$ cat config.mk
export PLATFORM = sky130hd
export DESIGN_NAME = wb_retire_trace
export DESIGN_NICKNAME = d
export VERILOG_FILES = /design/src/rtl/wb_retire_trace.sv
export SDC_FILE = /design/constraint.sdc
export NUM_CORES = 2
export LEC_CHECK = 0
export BUFFER_PORTS_ARGS = -buffer_cell sky130_fd_sc_hd__clkbuf_2
export CAP_MARGIN = 20
export CORE_MARGIN = 4
export CORE_UTILIZATION = 50
export CTS_BUF_LIST = sky130_fd_sc_hd__clkbuf_8
export DETAILED_ROUTE_END_ITERATION = 12
export GPL_ROUTABILITY_DRIVEN = 0
export HOLD_SLACK_MARGIN = 0.12
export PLACE_DENSITY = 0.78
export REMOVE_ABC_BUFFERS = 1
export SLEW_MARGIN = 20
export SYNTH_ARGS = -nofsm -noshare
export SYNTH_HDL_FRONTEND = slang
export SYNTH_SLANG_ARGS = --single-unit
$ cat constraint.sdc
create_clock -name clk -period 34.8 [get_ports clk]
set_clock_uncertainty 0.15 [all_clocks]
set_input_delay 3.48 -clock clk [delete_from_list [all_inputs] [get_ports clk]]
set_output_delay 3.48 -clock clk [all_outputs]
set_load 0.1 [all_outputs]
$ cat src/rtl/wb_retire_trace.sv
// Retire trace for the MEM/WB boundary: rebuilds each retired instruction's write-back,
// queues it in a small FIFO and streams it out over a valid/ready port, with halt drain.
module wb_retire_trace #(
    parameter int unsigned DEPTH = 8,
    parameter int unsigned CNT_W = 32
) (
    input  logic             clk,
    input  logic             reset,
    input  logic             mw_reg_write,
    input  logic             mw_mem_to_reg,
    input  logic             mw_jump,
    input  logic [31:0]      mw_pc_four,
    input  logic [31:0]      mw_alu_result,
    input  logic [31:0]      mw_mem_read_data,
    input  logic [4:0]       mw_rd,
    input  logic [31:0]      mw_instr,
    input  logic             halt_i,
    output logic             tr_valid,
    input  logic             tr_ready,
    output logic [31:0]      tr_pc,
    output logic [31:0]      tr_instr,
    output logic [4:0]       tr_rd,
    output logic             tr_we,
    output logic [31:0]      tr_wdata,
    output logic [CNT_W-1:0] retired_count,
    output logic [CNT_W-1:0] drop_count,
    output logic             overflow,
    output logic             done_o
);

    localparam int unsigned AW = $clog2(DEPTH);

    typedef enum logic [1:0] {RUN, DRAIN, DONE} state_t;

    typedef struct packed {
        logic [31:0] pc;
        logic [31:0] instr;
        logic [4:0]  rd;
        logic        we;
        logic [31:0] wdata;
    } rec_t;

    state_t state, state_next;
    rec_t   mem [DEPTH];
    rec_t   rec_in;
    rec_t   head;

    logic [AW:0] wr_ptr, rd_ptr;
    logic        empty, full;
    logic        retire, pop, push_req, push, drop;

    assign empty    = (wr_ptr == rd_ptr);
    assign full     = (wr_ptr[AW-1:0] == rd_ptr[AW-1:0]) && (wr_ptr[AW] != rd_ptr[AW]);
    assign retire   = (mw_instr != '0);
    assign pop      = tr_valid && tr_ready;
    assign push_req = retire && (state == RUN);
    // A full FIFO still accepts the push when the head leaves on the same edge.
    assign push     = push_req && (!full || pop);
    assign drop     = push_req && full && !pop;

    always_comb begin
        rec_in       = '0;
        rec_in.pc    = mw_pc_four - 32'd4;
        rec_in.instr = mw_instr;
        rec_in.rd    = mw_rd;
        rec_in.we    = mw_reg_write && (mw_rd != 5'd0);
        if (rec_in.we) begin
            if (mw_jump)
                rec_in.wdata = mw_pc_four;
            else if (mw_mem_to_reg)
                rec_in.wdata = mw_mem_read_data;
            else
                rec_in.wdata = mw_alu_result;
        end
    end

    // Storage is cleared on reset so the head-driven outputs read zero.
    always_ff @(posedge clk or posedge reset) begin
        if (reset) begin
            for (int unsigned i = 0; i < DEPTH; i++)
                mem[i] <= '0;
        end else if (push) begin
            mem[wr_ptr[AW-1:0]] <= rec_in;
        end
    end

    always_ff @(posedge clk or posedge reset) begin
        if (reset) begin
            wr_ptr        <= '0;
            rd_ptr        <= '0;
            retired_count <= '0;
            drop_count    <= '0;
            overflow      <= 1'b0;
            state         <= RUN;
        end else begin
            state <= state_next;
            if (push) begin
                wr_ptr        <= wr_ptr + 1'b1;
                retired_count <= retired_count + 1'b1;
            end
            if (pop)
                rd_ptr <= rd_ptr + 1'b1;
            if (drop) begin
                drop_count <= drop_count + 1'b1;
                overflow   <= 1'b1;
            end
        end
    end

    always_comb begin
        state_next = state;
        case (state)
            RUN:     if (retire && halt_i) state_next = DRAIN;
            DRAIN:   if (empty) state_next = DONE;
            DONE:    state_next = DONE;
            default: state_next = RUN;
        endcase
    end

    assign head     = mem[rd_ptr[AW-1:0]];
    assign tr_valid = !empty;
    assign tr_pc    = head.pc;
    assign tr_instr = head.instr;
    assign tr_rd    = head.rd;
    assign tr_we    = head.we;
    assign tr_wdata = head.wdata;
    assign done_o   = (state == DONE);

endmodule

==> impl_results.md <==
- Outcome: finished clean
- Die X: 295 µm
- CP Launch Type: flip-flop
- CP Cell Sequence: buf_4 > mux4_2 > mux2_2 > clkbuf_2
- Post-route ant nets: 0
- I/O pin total: 309
- Post-synthesis sequential area ratio: 54.2%
- Total die area: 86900 µm²
- Max_cap viols: 0
- Initial cell density of the core: 50.7%
- Nets: 3143
- Largest net degree at the start of global routing: 195
- Post-Synth XOR/XNOR Area: 2.15%
- Tcrit/Tclk final: 22.2%
- Unrepaired setup endpoints after global routing: no
- Flop2flop setup slack: 30.31 ns
- Postcts setup bufs: 0
- WL final: 99100 µm
- Vias in the first global route: 27.2k
- Placeable Area: 81100 µm²
- Fmax: 0.129 GHz
- DRT Pass-1 Iters: 5
- CTS Hold Bufs: 0
- Flops & latches, synth: 891
- Unique masters post-synth: 48
- H-tree levels: 4
- First DRT Iteration DRCs: 1476
- Critical-path maximum fanout: 59
- DRC: 0
- Synth Cell Area: 41100 µm²
- Required time worst endpoint: 31.17 ns
- Cells after Synth: 2667
- Synth Area in Compound Gates: 0.724%
- Via/cell ratio: 5.88
- Die H: 295 µm
- CTS resizes: 0
- Worst min-delay path class: reg -> reg
- Fraction of layout cells with a size suffix above 1: 54.8%
- Num CTS Buffers: 150
- WP data arrival: 4.10 ns
- Multiplexer area fraction after synthesis: 37.2%
- Main combinational cell family by area after synthesis: multiplexers
- Post-Synth Simple-Gate Area: 3.25%
- Clock Latency Late Sink: 0.79 ns
- Post-synth EDFFs: 0
- Critical Path Max Stage Delay: 1.09 ns
- Critical path class: reg -> out
- FP Rows: 104
- GRT overflow: 0
- Via count: 24.5k
- CP delay by family, top: buffers and inverters
- Slew @ Worst Pin: 1.06 ns
- Clk buf depth: 3
- Post-synth ARST share: 100%
- Clock Sink Count: 891
- Initial antenna violation count: 3
- Crit path buffers/inverters: 2
- Worst setup EP type: primary output
- YS warnings: 0
- Port Buffer Count: 308
- WL/cell: 23.8 µm
- Post-Synth Adder-Cell Area: 0.274%
- GRT Overall Usage: 23.1%
- Final Setup Violations: 0
- Worst path slowest cell: dfrtp_4
- Root buffer cell: clkbuf_8
- TritonCTS clock tree: built
- Hold Fails Final Rpt: 0
- Final HPWL DP: 60700 µm
- Top FF cell, synth: dfrtp_1
- Minimum clock period: 7.73 ns
- Final max-slew violation count: 0
- Slew HR: 29.0%
- Area grow syn2layout: 13.7%
- Global-route wire length before repair: 157000 µm
- Total negative slack: 0 ns
- Clk pin slew, worst setup/hold paths: 0.06 ns
- Syn Area/Cell: 15.4 µm²
cells by family (layout without fill, tap and decap cells):
group	count (synthesis)	count (layout)
muxes	1158	1158
DFF	891	891
and+or+nand+nor	260	260
buffers and inverters	203	641
xor gates and xnor gates	100	100
AOI/OAI and AO/OA	46	46
adders and majority gates	9	9
other	0	3
cells in the final DEF (no fill, tap or decap), drive strengths merged, types with 4 or more instances in the layout:
cell type  netlist  routed
clkbuf          48     494
ha               9       9
nor4            40      40
nand2           26      26
a211oi           4       4
clkinvlp         0       5
buf            127      42
xor2            52      52
nand2b           4       4
nor2            89      89
clkinv           1      17
inv             27      80
and3             4       4
nand4           23      23
mux4           204     204
mux2i           38      38
nor3            24      24
mux2           916     916
dfrtp          891     891
nand3           27      27
a21oi           30      30
and4             4       4
or3              4       4
xnor2           48      48
Yosys cell counts, types with 5 or more instances:
cell / count / share of area [%]
inv_1: 27 / 0.25
buf_2: 89 / 1.1
nor3_1: 23 / 0.28
nor2_1: 89 / 0.81
dfrtp_1: 891 / 54
xnor2_1: 48 / 1.0
mux2_1: 5 / 0.14
nand2_1: 26 / 0.24
nand4_1: 22 / 0.33
xor2_1: 51 / 1.1
ha_1: 9 / 0.27
buf_4: 6 / 0.11
buf_1: 32 / 0.29
mux4_2: 204 / 11
nand3_1: 27 / 0.33
clkbuf_1: 48 / 0.44
mux2_2: 911 / 25
mux2i_1: 38 / 0.93
nor4_1: 38 / 0.58
a21oi_1: 30 / 0.37
worst reg2reg max path, delay by kind of cell (launching register included):
family	cells	cell delay (ns)
XOR/XNOR	1	0.19
AND/OR/NAND/NOR	2	0.58
multiplexers	1	0.44
buffers and inverters	2	1.73
flip-flops	1	1.09
AO/OA/AOI/OAI	1	0.21
path summary, 6_finish.rpt:
check | startpoint | to | cells past startpoint
setup / recovery | rd_ptr[1]$_DFFE_PP0P_ | tr_pc[22] | 4
hold / removal | overflow$_DFFE_PP0P_ | overflow$_DFFE_PP0P_ | 1
setup reg to reg | rd_ptr[1]$_DFFE_PP0P_ | mem[494]$_DFFE_PP0P_ | 7
hold reg to reg | overflow$_DFFE_PP0P_ | overflow$_DFFE_PP0P_ | 1
max in group asynchronous | reset | mem[266]$_DFFE_PP0P_ | 6
min in group asynchronous | reset | mem[206]$_DFFE_PP0P_ | 2
registers in the layout, summed over array words and instances, names as in the netlist:
| signal | cells |
|---|---|
| state | 2 |
| drop_count | 32 |
| mem | 816 |
| wr_ptr | 4 |
| retired_count | 32 |
| rd_ptr | 4 |
| overflow | 1 |
final cells by class:
class,count,area [µm²]
Fill cell,6148,34300
Sequential cell,891,22300
Multi-Input combinational cell,1573,18000
Clock buffer,186,2560
Timing Repair Buffer,350,1950
Tap cell,1060,1330
Clock inverter,77,472
Inverter,28,113
Antenna cell,3,7.51
routing by layer:
metal	global-route usage, %	part of all wire, %	vias to the layer above
li1	-	-	10500
met1	30.5	42	13200
met2	39.4	51	658
met3	3.93	4.9	165
met4	7.42	2.4	0
met5	0	0	-
through the flow:
step           util, %  hold WS, ns  instance area, µm²  worst slack, ns  cells
3_5_place_dp      53.8        0.306               43600            26.44   3900
5_1_grt           57.6        0.360               46700            26.76   4166
6_report          57.6        0.328               46700            27.07   4168
3_3_place_gp      53.8        0.307               43600            26.77   3900
4_1_cts           57.5        0.322               46600            26.94   4163
2_1_floorplan        -        0.303               40300             6.12   2492
Power is not shown: default switching activity piles up to over one toggle a cycle in this logic, so the estimate is an artifact.
